==> src/rtl/uart_tx_arbiter.sv <==
// Round-robin arbiter sharing one UART transmit serializer among NUM_REQ byte streams,
// with message locking (req_last low keeps the grant) and an idle-lock timeout.
// Latency: acceptance in cycle T drives tx_valid from T+1; each byte costs SEND + 1 GAP + 1 IDLE cycle.
// Backpressure: req_ready is only offered in IDLE; tx_valid is held until the serializer raises tx_ready.
//
// Ports:
//   clk, rst         clock, asynchronous active-high reset
//   req_data/valid/last, req_ready   per-requester byte streams (valid/ready)
//   tx_data/valid, tx_ready          serializer hold-until-ready handshake
//   grant_id, lock_active, busy, lock_timeout   status

module uart_tx_arbiter #(
    parameter int NUM_REQ      = 4,
    parameter int DATA_BITS    = 8,
    parameter int LOCK_TIMEOUT = 1000000,
    localparam int IDW         = (NUM_REQ > 1) ? $clog2(NUM_REQ) : 1
) (
    input  logic                           clk,
    input  logic                           rst,
    input  logic [NUM_REQ*DATA_BITS-1:0]   req_data,
    input  logic [NUM_REQ-1:0]             req_valid,
    input  logic [NUM_REQ-1:0]             req_last,
    output logic [NUM_REQ-1:0]             req_ready,
    output logic [DATA_BITS-1:0]           tx_data,
    output logic                           tx_valid,
    input  logic                           tx_ready,
    output logic [IDW-1:0]                 grant_id,
    output logic                           lock_active,
    output logic                           busy,
    output logic                           lock_timeout
);

    // A zero timeout disables the feature; keep the counter at least one bit wide.
    localparam int             CW      = (LOCK_TIMEOUT > 0) ? $clog2(LOCK_TIMEOUT + 1) : 1;
    localparam logic [CW-1:0]  TO_LAST = (LOCK_TIMEOUT > 0) ? CW'(LOCK_TIMEOUT - 1) : '0;

    typedef enum logic [1:0] {
        IDLE = 2'd0,
        SEND = 2'd1,
        GAP  = 2'd2
    } state_t;

    state_t          state;
    logic [IDW-1:0]  rr_ptr;
    logic [CW-1:0]   to_cnt;
    logic            win_found;
    logic [IDW-1:0]  win_id;

    function automatic logic [IDW-1:0] next_id(input logic [IDW-1:0] id);
        if (id == IDW'(NUM_REQ - 1)) return '0;
        return id + IDW'(1);
    endfunction

    // Winner selection. While locked only the owner (grant_id) is eligible.
    // Otherwise scan from rr_ptr upward; iterating from the far end down lets the
    // nearest eligible index overwrite the others.
    always_comb begin
        int             idx;
        logic [IDW-1:0] idx_v;
        win_found = 1'b0;
        win_id    = '0;
        idx       = 0;
        idx_v     = '0;
        if (lock_active) begin
            win_found = req_valid[grant_id];
            win_id    = grant_id;
        end else begin
            for (int k = NUM_REQ - 1; k >= 0; k--) begin
                idx = int'(rr_ptr) + k;
                if (idx >= NUM_REQ) idx = idx - NUM_REQ;
                idx_v = IDW'(idx);
                if (req_valid[idx_v]) begin
                    win_found = 1'b1;
                    win_id    = idx_v;
                end
            end
        end
    end

    // Gated by rst so no transfer is signalled while the block is held in reset.
    always_comb begin
        req_ready = '0;
        if (state == IDLE && win_found && !rst) req_ready[win_id] = 1'b1;
    end

    always_ff @(posedge clk or posedge rst) begin
        if (rst) begin
            state        <= IDLE;
            tx_data      <= '0;
            tx_valid     <= 1'b0;
            grant_id     <= '0;
            lock_active  <= 1'b0;
            busy         <= 1'b0;
            lock_timeout <= 1'b0;
            rr_ptr       <= '0;
            to_cnt       <= '0;
        end else begin
            lock_timeout <= 1'b0;
            case (state)
                IDLE: begin
                    if (win_found) begin
                        tx_data  <= req_data[win_id*DATA_BITS +: DATA_BITS];
                        grant_id <= win_id;
                        tx_valid <= 1'b1;
                        busy     <= 1'b1;
                        state    <= SEND;
                        to_cnt   <= '0;
                        if (req_last[win_id]) begin
                            lock_active <= 1'b0;
                            rr_ptr      <= next_id(win_id);
                        end else begin
                            lock_active <= 1'b1;
                        end
                    end else if (lock_active) begin
                        // Owner idle while holding the lock: count toward release.
                        if (LOCK_TIMEOUT != 0 && to_cnt == TO_LAST) begin
                            lock_active  <= 1'b0;
                            rr_ptr       <= next_id(grant_id);
                            lock_timeout <= 1'b1;
                            to_cnt       <= '0;
                        end else begin
                            to_cnt <= to_cnt + CW'(1);
                        end
                    end else begin
                        to_cnt <= '0;
                    end
                end
                SEND: begin
                    if (tx_ready) begin
                        tx_valid <= 1'b0;
                        state    <= GAP;
                    end
                end
                GAP: begin
                    // One cycle of tx_valid low lets the serializer re-arm.
                    busy  <= 1'b0;
                    state <= IDLE;
                end
                default: begin
                    tx_valid <= 1'b0;
                    busy     <= 1'b0;
                    state    <= IDLE;
                end
            endcase
        end
    end

endmodule

==> config.mk <==
export PLATFORM = sky130hd
export DESIGN_NAME = uart_tx_arbiter
export DESIGN_NICKNAME = d
export VERILOG_FILES = /design/src/rtl/uart_tx_arbiter.sv
export SDC_FILE = /design/constraint.sdc
export NUM_CORES = 1
export LEC_CHECK = 0
export ABC_AREA = 0
export CORE_MARGIN = 4
export CORE_UTILIZATION = 50
export CTS_CLUSTER_DIAMETER = 50
export CTS_CLUSTER_SIZE = 12
export DETAILED_ROUTE_END_ITERATION = 8
export PLACE_DENSITY = 0.82
export SETUP_SLACK_MARGIN = 0.5
export SYNTH_ARGS = -nofsm -noshare
export SYNTH_HDL_FRONTEND = slang
export SYNTH_SLANG_ARGS = --single-unit
==> constraint.sdc <==
create_clock -name clk -period 4.5 [get_ports clk]
set_input_delay 0.9 -clock clk [delete_from_list [all_inputs] [get_ports clk]]
set_output_delay 0.9 -clock clk [all_outputs]
set_load 0.01 [all_outputs]
# [Yosys cells after proc, flatten, opt, wreduce, memory -nomap -nowiden]
# Index checks and enable logic that the tools add are counted.
[word_totals] ff_bits=38 latchBits=0 ramBits=0 mem_bits_ro=0 in_bits=43 out_inout_bits=18 word_cells=121 memories=0
[op_classes] addsub=10 multipliers=0 div_mod_pow=0 magnitude_cmp=11 n_eq_ne=8 n_shift=1 n_mux=68 bitwise=2 n_reduce_logical=12
[op_table] op="20-bit two-way mux" count=3
[op_table] op="2-bit two-way mux" count=23
[op_table] op="32-bit by 6-bit indexed part select with 8-bit output" count=1
[op_table] op="1-bit two-way mux" count=31
[op_table] op="20-bit by 1-bit adder with 20-bit output (second input constant)" count=1
[op_table] op="20-bit equality test (second input constant)" count=1
[op_table] op="2-bit by 3-bit less-than comparator with 1-bit output (second input constant)" count=6
[op_table] op="1-bit binary-select mux with 2-bit select" count=6
[op_table] op="3-bit >= comparator (second input constant)" count=3
[op_table] op="2-bit by 1-bit subtractor with 2-bit output (second input constant)" count=4
[op_table] op="2-bit by 2-bit adder with 3-bit output (second input constant)" count=2
[op_table] op="2-bit equality test (second input constant)" count=3
[op_table] op="2-bit AND reduction" count=3
[op_table] op="2-bit by 1-bit adder with 2-bit output (second input constant)" count=2
[op_table] op="4-bit two-way mux" count=1
[op_table] op="2-bit != test (second input constant)" count=2
[op_table] op="2-bit one-hot mux with 2 select lines" count=1
[op_table] op="4-bit AND reduction" count=1
[op_table] op="2-bit nonzero test" count=2
[op_table] op="2-bit by 1-bit adder with 3-bit output (second input constant)" count=1
[op_table] op="2-bit by 3-bit >= comparator with 1-bit output (second input constant)" count=1
[op_table] op="1-bit logical AND" count=3
[op_table] op="1-bit one-hot mux with 3 select lines" count=1
[op_table] op="3-bit AND reduction" count=1
[op_table] op="other kinds (8)" count=9

# [Depth between registers and ports, before layout]
[depth] word_depth=19 mapped_depth=12 ltp_nobuf=10

# [Worst setup path before layout]
# No wires, ideal clock.
[synth_path] path_type="input to output" from="input port req_valid[1]" to="output port req_ready[3]" arrival_time_ns=2.197 required_time_ns=3.600 setup_slack_ns=1.403 path_stages=9 path_buffers=2 path_cell_list="a21boi_1 > a211oi_1 > o221ai_2 > nand2_2 > buf_6 > buf_12 > inv_1 > ha_1 > and2_1"
[synth_between] elab_chain_len=12 word_cells_on_any_way=28 classes_between="2 x order compare; 23 x mux; 3 x reduce/logical"
[synth_lines] item="from (decl)" line_no="21" text="input logic [NUM_REQ-1:0] req_valid,"
[synth_lines] item="1-bit binary-select mux with 2-bit select" line_no="72" text="if (req_valid[idx_v]) begin"
[synth_lines] item="1-bit two-way mux (implied by the code)" line_no="72"
[synth_lines] item="2-bit two-way mux (3 in series)" line_no="72"
[synth_lines] item="2-bit two-way mux *" line_no="72"
[synth_lines] item="2-bit two-way mux *" line_no="64" text="if (lock_active) begin"
[synth_lines] item="net win_id[0]" line_no="47" text="logic [IDW-1:0] win_id;"
[synth_lines] item="2-bit by 3-bit less-than comparator with 1-bit output (implied by the code) or 2-bit by 1-bit >= comparator with 1-bit output (tied branches)" line_no="83" text="if (state == IDLE && win_found && !rst) req_ready[win_id] = 1'b1;"
[synth_lines] item="1-bit logical AND (implied by the code)" line_no="83"
[synth_lines] item="1-bit two-way mux (implied by the code)" line_no="83"
[synth_lines] item="1-bit demux with 2-bit select *" line_no="83"
[synth_lines] item="4-bit two-way mux *" line_no="83"
[synth_lines] item="to (decl)" line_no="23" text="output logic [NUM_REQ-1:0] req_ready,"
# Mark *: on every way through the listed nets, which the timed path passes. The rest lies on a longest branch. The select of a mux whose other input is x is not followed.

# [Final worst setup path]
[layout_path] from="input port req_valid[2]" to="output port req_ready[3]"
# The elaborated chain is that of the path after synthesis.

==> results.sh <==
export IMPL_vdd_drop_max_mv=0.369
export IMPL_cts_sinks=38
export IMPL_endpoint="req_ready[3]"
export IMPL_grt_pass1_vias=2027
export IMPL_yosysUniqueCellTypes=44
export IMPL_startpoint="req_valid[2]"
export IMPL_syn_to_final_growth_pct=33.4
export IMPL_clk_latency_ns=0.29
export IMPL_max_cap_viol_count=0
export IMPL_final_max_slew_viol_count=0
export IMPL_io_buffers=60
export IMPL_min_path_type="reg2reg"
export IMPL_via_per_inst=5.52
export IMPL_layout_commonest_cell="clkdlybuf4s50_1"
export IMPL_synth_top_area_cell="dfrtp_1"
export IMPL_place_area_um2=2960
export IMPL_fin_tns_setup_ns=0
export IMPL_critPathArrivalTime_ns=2.90
export IMPL_cts_buffers=5
export IMPL_powerDensity_nw_per_um2=552
export IMPL_finalCriticalPeriod_ns=3.80
export IMPL_synth_fp_nets=297
export IMPL_rsz0062_at_grt="false"
export IMPL_drc=0
export IMPL_dp_cells=354
export IMPL_yosys_warnings=0
export IMPL_slowest_delay_ns=0.48
export IMPL_drt_iter0_markers=126
export IMPL_rows=24
export IMPL_cts_tree="built"
export IMPL_antenna_left=0
export IMPL_synthCells=248
export IMPL_swShare_pct=38.7
export IMPL_antenna_found_initial=0
export IMPL_grt_max_degree=39
export IMPL_nFillCells=364
export IMPL_fin_util_pct=69.9
export IMPL_cp_num_buf_inv=3
export IMPL_seqPwrFrac_pct=29.7
export IMPL_synth_xor_area_share_pct=6.39
export IMPL_internal_power_mw=1.05
export IMPL_reg2reg_to="to_cnt[12]$_DFFE_PP0P_"
export IMPL_finish_instance_area_um2=3110
export IMPL_required_ns=3.60
export IMPL_pwr_share_comb_pct=53.7
export IMPL_hold_slack_ns=0.489
export IMPL_drive_above_1_share_pct=10.3
export IMPL_fmax_mhz=263
export IMPL_finalHoldViolCount=0
export IMPL_drtPass1Iterations=4
export IMPL_rrSetupSlack_ns=1.92
export IMPL_clk_path_buf_depth=2
export IMPL_crit_type="in2out"
export IMPL_pwr_share_clk_pct=16.6
export IMPL_cpMaxStageDelayCell="clkdlybuf4s50_1"
export IMPL_post_route_period_util_pct=84.5
export IMPL_finalSetupViolCount=0
export IMPL_synth_simple_area_share_pct=21.9
export IMPL_multiInputGateArea_um2=1300
export IMPL_synth_area_top_cells="dfrtp_1 41%, mux2i_1 6.9%, xor2_1 5.3%"
export IMPL_die_h_um=76.2
export IMPL_power_total_mw=1.71
export IMPL_skew_ns=0.00863
export IMPL_stdcell_count=363
export IMPL_tightest_slew_ns=0.701
export IMPL_synthAdderAreaFrac_pct=3.22
export IMPL_grt_total_usage_pct=20.0
export IMPL_avgSynthCellArea_um2=9.39
export IMPL_seq_area_um2=951
export IMPL_vias=2004
export IMPL_worst_path_dominant_cell_family="buffers and inverters"
export IMPL_overflow=0
export IMPL_path_clk_slew_ns=0.07
export IMPL_io_pins=61
export IMPL_synth_area_um2=2330
export IMPL_cp_max_fo=7
export IMPL_cp_depth=9
export IMPL_synth_compound_area_share_pct=9.89
export IMPL_synth_top_family_by_area="simple AND/OR/NAND/NOR gates"
export IMPL_start_util_pct=52.4
export IMPL_slew_headroom_pct=52.9
export IMPL_leakage_nw=1.38
export IMPL_ff2ff_path_depth=7
export IMPL_nets=359
export IMPL_crit_chain="dlygate4sd2_1, or2b_1, a21oi_1, o221ai_2, nand2_2, inv_1, ha_1, and2_1, clkdlybuf4s50_1"
export IMPL_start_kind="input pin"
export IMPL_switchingPower_mw=0.664
export IMPL_die_w_um=76.2
export IMPL_synth_top_cell_area_share_pct=40.8
export IMPL_h_tree_depth=2
export IMPL_post_drt_wl_per_cell_um=14.8
export IMPL_yosysSeqAreaShare_pct=40.8
export IMPL_yosys_mux_area_fraction_pct=13.3
export IMPL_place_congestion=0.789
export IMPL_hpwl_mm=4.15
export IMPL_fin_ws_ns=0.699
export IMPL_yosys_register_bits=38
export IMPL_cp_end_kind="output port"
export IMPL_finalWirelength_mm=5.36
export IMPL_outcome="complete, no violations"
export IMPL_cts_root_buf="clkbuf_8"
export IMPL_core_area_um2=4440
export IMPL_antenna_cells=0
export IMPL_reg2reg_from="to_cnt[0]$_DFFE_PP0P_"
export IMPL_layout_common_cells="56 x clkdlybuf4s50_1, 38 x dfrtp_1, 30 x nand2_1, 28 x nor2_1, 16 x mux2i_1"
export IMPL_die_area_um2=5810
export IMPL_post_place_ws_ns=0.354
export IMPL_grt_pass1_wl_mm=9.56
[power groups by stage]
stage / sequential (mW) / clock [mW] / combinational (mW)
floorplan: 0.509 / 0 / 0.640
global placement: 0.512 / 0 / 0.889
detailed placement: 0.514 / 0 / 0.905
CTS: 0.508 / 0.292 / 0.917
global route: 0.527 / 0.312 / 1.02
finish: 0.509 / 0.285 / 0.921
[how the worst min path moves through the flow]
| stage | start | end | slack, ns | depth (start not counted) |
|---|---|---|---|---|
| floorplan | to_cnt[2]$_DFFE_PP0P_ | to_cnt[2]$_DFFE_PP0P_ | 0.47 | 1 |
| global placement | tx_data[7]$_DFFE_PP0P_ | tx_data[7]$_DFFE_PP0P_ | 0.47 | 2 |
| detailed placement | tx_data[3]$_DFFE_PP0P_ | tx_data[3]$_DFFE_PP0P_ | 0.48 | 2 |
| CTS | tx_data[3]$_DFFE_PP0P_ | tx_data[3]$_DFFE_PP0P_ | 0.49 | 2 |
| global route | tx_data[5]$_DFFE_PP0P_ | tx_data[5]$_DFFE_PP0P_ | 0.53 | 2 |
| finish | tx_data[3]$_DFFE_PP0P_ | tx_data[3]$_DFFE_PP0P_ | 0.49 | 2 |
[flip-flops by register name, indices dropped and copies added (netlist names)]
register	cells
grant_id	2
lock_timeout	1
lock_active	1
busy	1
tx_valid	1
state	2
to_cnt	20
rr_ptr	2
tx_data	8
[cells by family after synthesis]
kind of cell	Yosys count
compound gates	37
xor+xnor	17
fa+ha+maj	6
buf+inv	20
flops	38
mux	27
simple gates	103
[worst min-delay path, stage by stage (launching register included)]
cell     delay, ns
dfrtp_1       0.34
nand2_1       0.05
o21ai_1       0.06
[synthesized netlist by cell type, drive strengths merged]
| library cell | instances |
|---|---|
| nand4 | 6 |
| mux4 | 2 |
| o211ai | 1 |
| buf | 3 |
| nor4b | 2 |
| mux2i | 16 |
| and4 | 2 |
| nor3 | 7 |
| nand2b | 1 |
| nor2 | 28 |
| nor3b | 1 |
| or4 | 1 |
| or3 | 1 |
| xor2 | 14 |
| and2 | 6 |
| clkbuf | 7 |
| a211oi | 1 |
| a21boi | 1 |
| nand2 | 31 |
| inv | 10 |
| or2b | 1 |
| o21ai | 21 |
| and3 | 3 |
| nand3 | 10 |
| o22ai | 2 |
| dfrtp | 38 |
| o221ai | 1 |
| xnor2 | 3 |
| a2bb2oi | 1 |
| nor4 | 2 |
| a311oi | 1 |
| and3b | 1 |
| a21oi | 7 |
| ha | 6 |
| a41oi | 1 |
| mux2 | 9 |
[cell type report]
| cell class | count | share of cell area (%) |
|---|---|---|
| multi-input combinational | 190 | 41.9 |
| clock inverter | 1 | 0.967 |
| clock buffer | 7 | 2.46 |
| sequential | 38 | 30.6 |
| inverter | 10 | 1.21 |
| tap | 52 | 2.09 |
| timing repair buffer | 65 | 20.7 |
[layer usage]
layer / routed length [µm] / GRT usage (%)
met1: 2310 / 26.3
met2: 2760 / 33.0
met3: 225 / 3.90
met4: 70 / 7.07
met5: 0 / 0
[repair_timing]
action / 4_1_cts / 5_1_grt
gates resized for setup: 1 / 7
buffers inserted: 1 / 0
hold buffers: 0 / 0
endpoints found under the setup margin: 3 / 4
pin swaps: 1 / 0
Note: power is estimated with default switching activity, not from simulation.
